**src/rtl/dds_pkg.sv**
```systemverilog
// Shared types and helpers for the multi-channel DDS engine.
// Build option DDS_PHASE_OFFSET_EN is consumed by dds_phase_bank and dds_multi_channel.
package dds_pkg;

   typedef enum logic [1:0] {
      DDS_MODE_RAM   = 2'b00,
      DDS_MODE_SAW   = 2'b01,
      DDS_MODE_CONST = 2'b10,
      DDS_MODE_OFF   = 2'b11
   } dds_mode_e;

   function automatic logic [31:0] dds_midscale(input int unsigned width);
      return 32'd1 << (width - 1);
   endfunction

   // Low bit of channel k's slice in a bus packed k*width upwards
   function automatic int unsigned dds_slice_lo(input int unsigned k, input int unsigned width);
      return k * width;
   endfunction

   // Channel-index width; never narrower than one bit
   function automatic int unsigned dds_ch_w(input int unsigned channels);
      return (channels > 1) ? $clog2(channels) : 1;
   endfunction

endpackage

```
**src/rtl/dds_multi_channel_if.sv**
```systemverilog
// Waveform-RAM read port of the DDS engine: the engine is master, the RAM is slave.
interface dds_multi_channel_if #(
   parameter int unsigned ADDR_W = 10,
   parameter int unsigned DATA_W = 12,
   parameter int unsigned CH_W   = 1
);
   logic [ADDR_W-1:0] ram_addr;
   logic [CH_W-1:0]   ram_ch;
   logic [DATA_W-1:0] ram_data;

   modport master (output ram_addr, output ram_ch, input ram_data);
   modport slave  (input ram_addr, input ram_ch, output ram_data);
endinterface

```
**src/rtl/dds_phase_bank.sv**
```systemverilog
// Per-channel phase accumulators, serviced one slot at a time.
// With DDS_PHASE_OFFSET_EN a per-channel offset is added to the output phase only.
module dds_phase_bank
   import dds_pkg::*;
#(
   parameter int unsigned CHANNELS = 2,
   parameter int unsigned DATA_W   = 12,
   parameter int unsigned ADDR_W   = 10,
   parameter int unsigned PHASE_W  = 24,
   parameter int unsigned RATE_W   = 16,
   parameter int unsigned CH_W     = 1
)(
   input  logic                        clk,
   input  logic                        reset,
   input  logic                        issue,
   input  logic                        sync_phase,
   input  logic [CH_W-1:0]             slot,
   input  logic [CHANNELS*RATE_W-1:0]  rate,
`ifdef DDS_PHASE_OFFSET_EN
   input  logic [CHANNELS*PHASE_W-1:0] phase_offset,
`endif
   output logic [ADDR_W-1:0]           addr_next,
   output logic [DATA_W-1:0]           saw_next
);

   logic [PHASE_W-1:0] acc_q [CHANNELS];
   logic [PHASE_W-1:0] acc_d [CHANNELS];
   logic [PHASE_W-1:0] acc_sel;
   logic [PHASE_W-1:0] acc_sum;
   logic [PHASE_W-1:0] phase_eff;
   logic [RATE_W-1:0]  rate_sel;
`ifdef DDS_PHASE_OFFSET_EN
   logic [PHASE_W-1:0] offset_sel;
`endif

   always_comb begin
      acc_sel  = '0;
      rate_sel = '0;
`ifdef DDS_PHASE_OFFSET_EN
      offset_sel = '0;
`endif
      for (int unsigned k = 0; k < CHANNELS; k++) begin
         if (slot == CH_W'(k)) begin
            acc_sel  = acc_q[k];
            rate_sel = rate[dds_slice_lo(k, RATE_W) +: RATE_W];
`ifdef DDS_PHASE_OFFSET_EN
            offset_sel = phase_offset[dds_slice_lo(k, PHASE_W) +: PHASE_W];
`endif
         end
      end
      acc_sum = acc_sel + PHASE_W'(rate_sel);
`ifdef DDS_PHASE_OFFSET_EN
      phase_eff = acc_sum + offset_sel;
`else
      phase_eff = acc_sum;
`endif
      addr_next = ADDR_W'(phase_eff >> (PHASE_W - ADDR_W));
      saw_next  = DATA_W'(phase_eff >> (PHASE_W - DATA_W));
      for (int unsigned k = 0; k < CHANNELS; k++) begin
         if (sync_phase)
            acc_d[k] = '0;
         else if (issue && slot == CH_W'(k))
            acc_d[k] = acc_sum;
         else
            acc_d[k] = acc_q[k];
      end
   end

   always_ff @(posedge clk) begin
      for (int unsigned k = 0; k < CHANNELS; k++) begin
         if (reset)
            acc_q[k] <= '0;
         else
            acc_q[k] <= acc_d[k];
      end
   end

endmodule

```
**src/rtl/dds_multi_channel.sv**
```systemverilog
// Time-multiplexed multi-channel DDS: slot counter, 3-stage sample pipeline, output frame.
// Build option DDS_PHASE_OFFSET_EN adds the phase_offset input.
module dds_multi_channel
   import dds_pkg::*;
#(
   parameter int unsigned CHANNELS = 2,
   parameter int unsigned DATA_W   = 12,
   parameter int unsigned ADDR_W   = 10,
   parameter int unsigned PHASE_W  = 24,
   parameter int unsigned RATE_W   = 16
)(
   input  logic                        clk,
   input  logic                        reset,
   input  logic                        enable,
   input  logic                        sync_phase,
   input  logic [CHANNELS*RATE_W-1:0]  rate,
   input  logic [CHANNELS*2-1:0]       mode,
   input  logic [CHANNELS*DATA_W-1:0]  const_val,
`ifdef DDS_PHASE_OFFSET_EN
   input  logic [CHANNELS*PHASE_W-1:0] phase_offset,
`endif
   dds_multi_channel_if.master         ram,
   output logic [CHANNELS*DATA_W-1:0]  sample_data,
   output logic                        sample_valid
);

   localparam int unsigned       CH_W      = dds_ch_w(CHANNELS);
   localparam logic [CH_W-1:0]   LAST_SLOT = CH_W'(CHANNELS - 1);
   localparam logic [DATA_W-1:0] MIDSCALE  = DATA_W'(dds_midscale(DATA_W));

   logic                       issue;
   logic [CH_W-1:0]            slot_q, slot_d;
   logic [ADDR_W-1:0]          addr_next;
   logic [DATA_W-1:0]          saw_next;
   dds_mode_e                  mode_sel;
   logic [DATA_W-1:0]          const_sel;

   logic                       s1_valid_q, s1_valid_d, s2_valid_q, s2_valid_d;
   logic [CH_W-1:0]            s1_ch_q, s1_ch_d, s2_ch_q, s2_ch_d;
   dds_mode_e                  s1_mode_q, s1_mode_d, s2_mode_q, s2_mode_d;
   logic [DATA_W-1:0]          s1_val_q, s1_val_d, s2_val_q, s2_val_d;

   logic [ADDR_W-1:0]          ram_addr_q, ram_addr_d;
   logic [CH_W-1:0]            ram_ch_q, ram_ch_d;
   logic [CHANNELS*DATA_W-1:0] sample_data_q, sample_data_d;
   logic                       sample_valid_q, sample_valid_d;

   dds_phase_bank #(
      .CHANNELS (CHANNELS),
      .DATA_W   (DATA_W),
      .ADDR_W   (ADDR_W),
      .PHASE_W  (PHASE_W),
      .RATE_W   (RATE_W),
      .CH_W     (CH_W)
   ) u_phase_bank (
      .clk          (clk),
      .reset        (reset),
      .issue        (issue),
      .sync_phase   (sync_phase),
      .slot         (slot_q),
      .rate         (rate),
`ifdef DDS_PHASE_OFFSET_EN
      .phase_offset (phase_offset),
`endif
      .addr_next    (addr_next),
      .saw_next     (saw_next)
   );

   // Stage 0: slot advance, sideband capture and RAM address issue
   always_comb begin
      issue     = enable && !sync_phase;
      mode_sel  = DDS_MODE_OFF;
      const_sel = '0;
      for (int unsigned k = 0; k < CHANNELS; k++) begin
         if (slot_q == CH_W'(k)) begin
            mode_sel  = dds_mode_e'(mode[dds_slice_lo(k, 2) +: 2]);
            const_sel = const_val[dds_slice_lo(k, DATA_W) +: DATA_W];
         end
      end

      if (sync_phase)
         slot_d = '0;
      else if (enable)
         slot_d = (slot_q == LAST_SLOT) ? '0 : slot_q + CH_W'(1);
      else
         slot_d = slot_q;

      s1_valid_d = issue;
      s1_ch_d    = slot_q;
      s1_mode_d  = mode_sel;
      case (mode_sel)
         DDS_MODE_SAW:   s1_val_d = saw_next;
         DDS_MODE_CONST: s1_val_d = const_sel;
         DDS_MODE_OFF:   s1_val_d = MIDSCALE;
         default:        s1_val_d = '0;
      endcase

      ram_addr_d = issue ? addr_next : ram_addr_q;
      ram_ch_d   = issue ? slot_q : ram_ch_q;

      s2_valid_d = s1_valid_q;
      s2_ch_d    = s1_ch_q;
      s2_mode_d  = s1_mode_q;
      s2_val_d   = s1_val_q;
   end

   // Stage 2: land the sample; RAM data arrives here for RAM-mode channels
   always_comb begin
      sample_data_d  = sample_data_q;
      sample_valid_d = 1'b0;
      if (s2_valid_q) begin
         for (int unsigned k = 0; k < CHANNELS; k++) begin
            if (s2_ch_q == CH_W'(k))
               sample_data_d[dds_slice_lo(k, DATA_W) +: DATA_W] =
                  (s2_mode_q == DDS_MODE_RAM) ? ram.ram_data : s2_val_q;
         end
         sample_valid_d = (s2_ch_q == LAST_SLOT);
      end
   end

   always_ff @(posedge clk) begin
      if (reset) begin
         slot_q         <= '0;
         s1_valid_q     <= 1'b0;
         s2_valid_q     <= 1'b0;
         ram_addr_q     <= '0;
         ram_ch_q       <= '0;
         sample_data_q  <= {CHANNELS{MIDSCALE}};
         sample_valid_q <= 1'b0;
      end else begin
         slot_q         <= slot_d;
         s1_valid_q     <= s1_valid_d;
         s2_valid_q     <= s2_valid_d;
         ram_addr_q     <= ram_addr_d;
         ram_ch_q       <= ram_ch_d;
         sample_data_q  <= sample_data_d;
         sample_valid_q <= sample_valid_d;
      end
      s1_ch_q   <= s1_ch_d;
      s1_mode_q <= s1_mode_d;
      s1_val_q  <= s1_val_d;
      s2_ch_q   <= s2_ch_d;
      s2_mode_q <= s2_mode_d;
      s2_val_q  <= s2_val_d;
   end

   assign ram.ram_addr  = ram_addr_q;
   assign ram.ram_ch    = ram_ch_q;
   assign sample_data   = sample_data_q;
   assign sample_valid  = sample_valid_q;

endmodule

```
**src/flat_wrapper.sv**
```systemverilog
// flat-port wrapper written by rule: the top's interface ports become plain ports
module dds_multi_channel_flat import dds_pkg::*;
#(
   parameter int unsigned CHANNELS = 2,
   parameter int unsigned DATA_W   = 12,
   parameter int unsigned ADDR_W   = 10,
   parameter int unsigned PHASE_W  = 24,
   parameter int unsigned RATE_W   = 16
)
  (clk, reset, enable, sync_phase, rate, mode, const_val, sample_data, sample_valid, ram_ram_addr, ram_ram_ch, ram_ram_data);
  dds_multi_channel_if #(.ADDR_W(ADDR_W), .DATA_W(DATA_W)) ram_i ();
  input  logic clk;
  input  logic reset;
  input  logic enable;
  input  logic sync_phase;
  input  logic [CHANNELS*RATE_W-1:0] rate;
  input  logic [CHANNELS*2-1:0] mode;
  input  logic [CHANNELS*DATA_W-1:0] const_val;
  output logic [CHANNELS*DATA_W-1:0] sample_data;
  output logic sample_valid;
  output wire logic [$bits(ram_i.ram_addr)-1:0] ram_ram_addr;
  output wire logic [$bits(ram_i.ram_ch)-1:0] ram_ram_ch;
  input wire logic [$bits(ram_i.ram_data)-1:0] ram_ram_data;
  assign ram_ram_addr = ram_i.ram_addr;
  assign ram_ram_ch = ram_i.ram_ch;
  assign ram_i.ram_data = ram_ram_data;
  dds_multi_channel #(.CHANNELS(CHANNELS), .DATA_W(DATA_W), .ADDR_W(ADDR_W), .PHASE_W(PHASE_W), .RATE_W(RATE_W)) u_core (.clk(clk), .reset(reset), .enable(enable), .sync_phase(sync_phase), .rate(rate), .mode(mode), .const_val(const_val), .ram(ram_i), .sample_data(sample_data), .sample_valid(sample_valid));
endmodule
```
**config.mk**
```make
export PLATFORM = sky130hd
export DESIGN_NAME = dds_multi_channel_flat
export DESIGN_NICKNAME = d
export VERILOG_FILES = /design/src/rtl/dds_pkg.sv /design/src/rtl/dds_multi_channel_if.sv /design/src/rtl/dds_phase_bank.sv /design/src/rtl/dds_multi_channel.sv /design/src/flat_wrapper.sv
export SDC_FILE = /design/constraint.sdc
export NUM_CORES = 1
export LEC_CHECK = 0
export ABC_AREA = 1
export ABC_CLOCK_PERIOD_IN_PS = 7300
export BUFFER_PORTS_ARGS = -buffer_cell sky130_fd_sc_hd__buf_2
export CORE_MARGIN = 3
export CORE_UTILIZATION = 55
export CTS_CLUSTER_SIZE = 40
export DETAILED_ROUTE_END_ITERATION = 8
export GPL_TIMING_DRIVEN = 0
export PLACE_DENSITY = 0.79
export SYNTH_ARGS = -nofsm -noshare
export SYNTH_HDL_FRONTEND = slang
export SYNTH_SLANG_ARGS = --single-unit
export TNS_END_PERCENT = 50
```
**constraint.sdc**
```tcl
create_clock -name clk -period 7.3 [get_ports clk]
set_clock_uncertainty 0.05 [all_clocks]
set_input_delay 1.46 -clock clk [delete_from_list [all_inputs] [get_ports clk]]
set_output_delay 1.46 -clock clk [all_outputs]
set_load 0.02 [all_outputs]
```
==> out/results.ini <==
[run_status]
status = finished, final reports clean

[logic_synthesis]
yosysUniqueCellTypes = 35
postSynth.asyncResetShare = 0
synthFlopType = dfxtp_1
synth_most_common_cell = nand2_1
synth_top_cell_area_share = 0.3755
yosys_warnings = 0
syn_area_um2 = 6238
synth_nets = 1048
synth-edff-count = 0
ys_seq_area_frac = 0.3755
yosys-top-cells-area = dfxtp_1 38%, nand2_1 18%, inv_1 9.0%
yosys.area.top_type = dfxtp_1
synth-seq-cells = 117
ys_top_cells_by_count = 296 x nand2_1, 149 x inv_1, 117 x dfxtp_1
synth_cells = 955
avgSynthCellArea_um2 = 6.532

[sta]
period_share = 0.4785
fmax_ghz = 0.2863
setup_viol = 0
grt_setup_unrepaired = no
finalSetupTns_ns = 0
max_slew_margin = 0.4643
slew_violations = 0
hold_viol = 0
tightest_slew_ns = 0.8006
worst_slack_ns = 3.807
fin_crit_ns = 3.493

[clock_tree]
cts_tree = built
cts_root_buf = clkbuf_16
ctsHoldBuffers = 0
cts_resized = 0
numClockSinks = 117
post_cts_buffers = 0
htree_levels = 4
numCtsBuffers = 17
clk_pin_slew_ns = 0.06
cts_max_path_buffers = 2
clock_latency_ns = 0.42

[finish]
fin_area_um2 = 7556
nNetsFinal = 1178
num-fill-cells = 998
area_delta_synth_final_pct = 21.12
final_layout_size_suffix_gt1_frac = 0.1812
final_util = 0.6880
num_antenna_cells = 0
multi_input_area_um2 = 3124
seq_area_um2 = 2342

[worst_setup_path]
cp_top_family = simple AND/OR/NAND/NOR gates
r2r-start = u_core.s1_ch_d
reg2reg_depth = 19
path_class = register to register
cpMostUsedCell = nand2_1
path_buf_inv = 5
reg2reg_to = u_core.ram.ram_addr[6]
cp.required_ns = 7.57
critPathLaunchType = register
worstPathArrival_ns = 3.77
slowest_delay_ns = 0.50
worst_path_max_delay_cell = clkbuf_1
cp_max_fo = 10
regToRegSetupSlack_ns = 3.81
cp-end-kind = register
crit_path_cell_trace = buf_6 > inv_4 > clkbuf_1 > clkbuf_1 > nand2_1 > nand2_1 > ha_1 > fa_1 > nand2_1 > nand3_1 > nand3_1 > nand2_1 > nand3_1 > nand2_1 > nand2_1 > nand2_1 > nand3_1 > nand2_1 > inv_1

[place]
place_congestion = 0.9781
portBuffers = 111
place_ws_ns = 3.671
place_area_um2 = 6969
hpwl_mm = 12.80

[routing]
drc = 0
dr.pass1.iters = 5
wire_per_inst_um = 14.12
wirelength_mm = 17.48
routed_via_density = 5.064
drt_iter0_markers = 507
vias = 6269
detail-route-antenna-nets = 0

[min_path]
min_to = u_core.s2_val_q[5]
min_delay_path_depth = 0
min-delay-path-class = register to register
min_from = u_core.s1_val_q[5]

[floorplanning]
dieHeight_um = 112.5
fp.coreArea_um2 = 10980
placementRows = 38
die_area_um2 = 12660
die_x_um = 112.5
ios = 112
start_util = 0.5680

[global_route]
met3_usage = 0.06146
grt_usage = 0.2800
grt_max_degree = 17
grt_pass1_wl_mm = 28.27
overflow = 0
busiest_layer = met2
antenna_found_initial = 0
use_met2 = 0.4676
grtUsageMet1 = 0.3562
first_global_vias = 5984

[flow_run]
maxCapViolCount = 0

[power_and_ir_drop]
peakVddDrop_mv = 0.1751
leakagePower_nw = 4.221
p_per_area_nw_per_um2 = 229.3
total_power_mw = 1.733

==> layout by cell type (no fill, tap or decap), types with 2 or more instances in the layout <==
cell and count:
nand2_1 296, inv_1 149, buf_2 118, dfxtp_1 117, nor2_1 97, o21ai_0 70
nand3_1 42, a21oi_1 38, clkbuf_1 24, clkbuf_16 17, ha_1 16, mux2_2 12
o21bai_1 11, xor2_1 10, inv_2 8, o21ai_1 7, inv_6 7, nand4_1 5
o21a_1 5, nor2_2 4, nor2_4 4, o211ai_1 4, nand2_2 3, a21oi_2 3
xnor2_1 3, clkinvlp_4 3, buf_6 2, inv_4 2, buf_4 2, buf_1 2
or2_2 2, nand3_2 2, o21ai_2 2, nor3_1 2, inv_8 2
==> power breakdown <==
part | internal (mW) | switching, mW
Sequential | 0.667 | 0.0105
Clock | 0.483 | 0.347
Combinational | 0.0783 | 0.147
Total | 1.23 | 0.504
==> worst max-delay path by stage <==
stage	from	to	slack, ns	depth (start not counted)
4_1_cts	u_core.s1_ch_d	u_core.ram.ram_addr[6]	3.83	19
5_1_grt	u_core.s1_ch_d	u_core.ram.ram_addr[6]	3.50	19
2_1_floorplan	rate[16]	u_core.ram.ram_addr[8]	4.16	16
3_3_place_gp	rate[16]	u_core.s1_val_q[10]	3.70	17
3_5_place_dp	rate[16]	u_core.u_phase_bank.acc_q[0][16]	3.67	15
6_report	u_core.s1_ch_d	u_core.ram.ram_addr[6]	3.81	19
==> worst reg2reg max path, stage by stage (launching register included) <==
cell,delay [ns]
dfxtp_1,0.33
buf_6,0.15
inv_4,0.13
clkbuf_1,0.50
clkbuf_1,0.38
nand2_1,0.09
nand2_1,0.08
ha_1,0.26
fa_1,0.25
nand2_1,0.07
nand3_1,0.12
nand3_1,0.09
nand2_1,0.19
nand3_1,0.13
nand2_1,0.16
nand2_1,0.07
nand2_1,0.12
nand3_1,0.10
nand2_1,0.09
inv_1,0.04
==> metrics by stage <==
stage	std cells	hold WS [ns]
5_1_grt	1238	0.2808
3_3_place_gp	1206	0.2598
2_1_floorplan	955	0.2596
4_1_cts	1238	0.2736
6_report	1238	0.2726
3_5_place_dp	1206	0.2621
==> area by class of cell <==
type,instances,share of cell area
Clock inverter,15,0.02136
Sequential cell,117,0.3100
Inverter,159,0.07965
Tap cell,140,0.02318
Clock buffer,17,0.05630
Multi-Input combinational cell,642,0.4135
Timing Repair Buffer,111,0.07352
Buffer,37,0.02252
==> state kept, by name, summed over array words and instances (netlist names) <==
name                       count
u_core.s2_ch_q                 1
u_core.ram.ram_addr           10
u_core.u_phase_bank.acc_q     48
u_core.sample_data            24
u_core.s1_ch_d                 1
u_core.s1_ch_q                 1
u_core.s2_mode_q               2
u_core.s1_mode_q               2
u_core.ram.ram_ch              1
u_core.s2_val_q               12
u_core.s2_valid_q              1
u_core.sample_valid            1
u_core.s1_val_q               12
u_core.s1_valid_q              1
==> per-layer routing <==
metal,up-vias,wire length [um]
met4,0,357
met5,-,0
met2,235,8150
li1,3195,-
met1,2804,7733
met3,35,1240
==> kinds of logic after synthesis <==
| logic type | synth area share |
|---|---|
| compound gates | 0.1260 |
| xor+xnor | 0.01825 |
| fa+ha+maj | 0.03530 |
| buf+inv | 0.1237 |
| flops | 0.3755 |
| mux | 0.02166 |
| simple gates | 0.2996 |
Power figures use the tool's default switching activity.
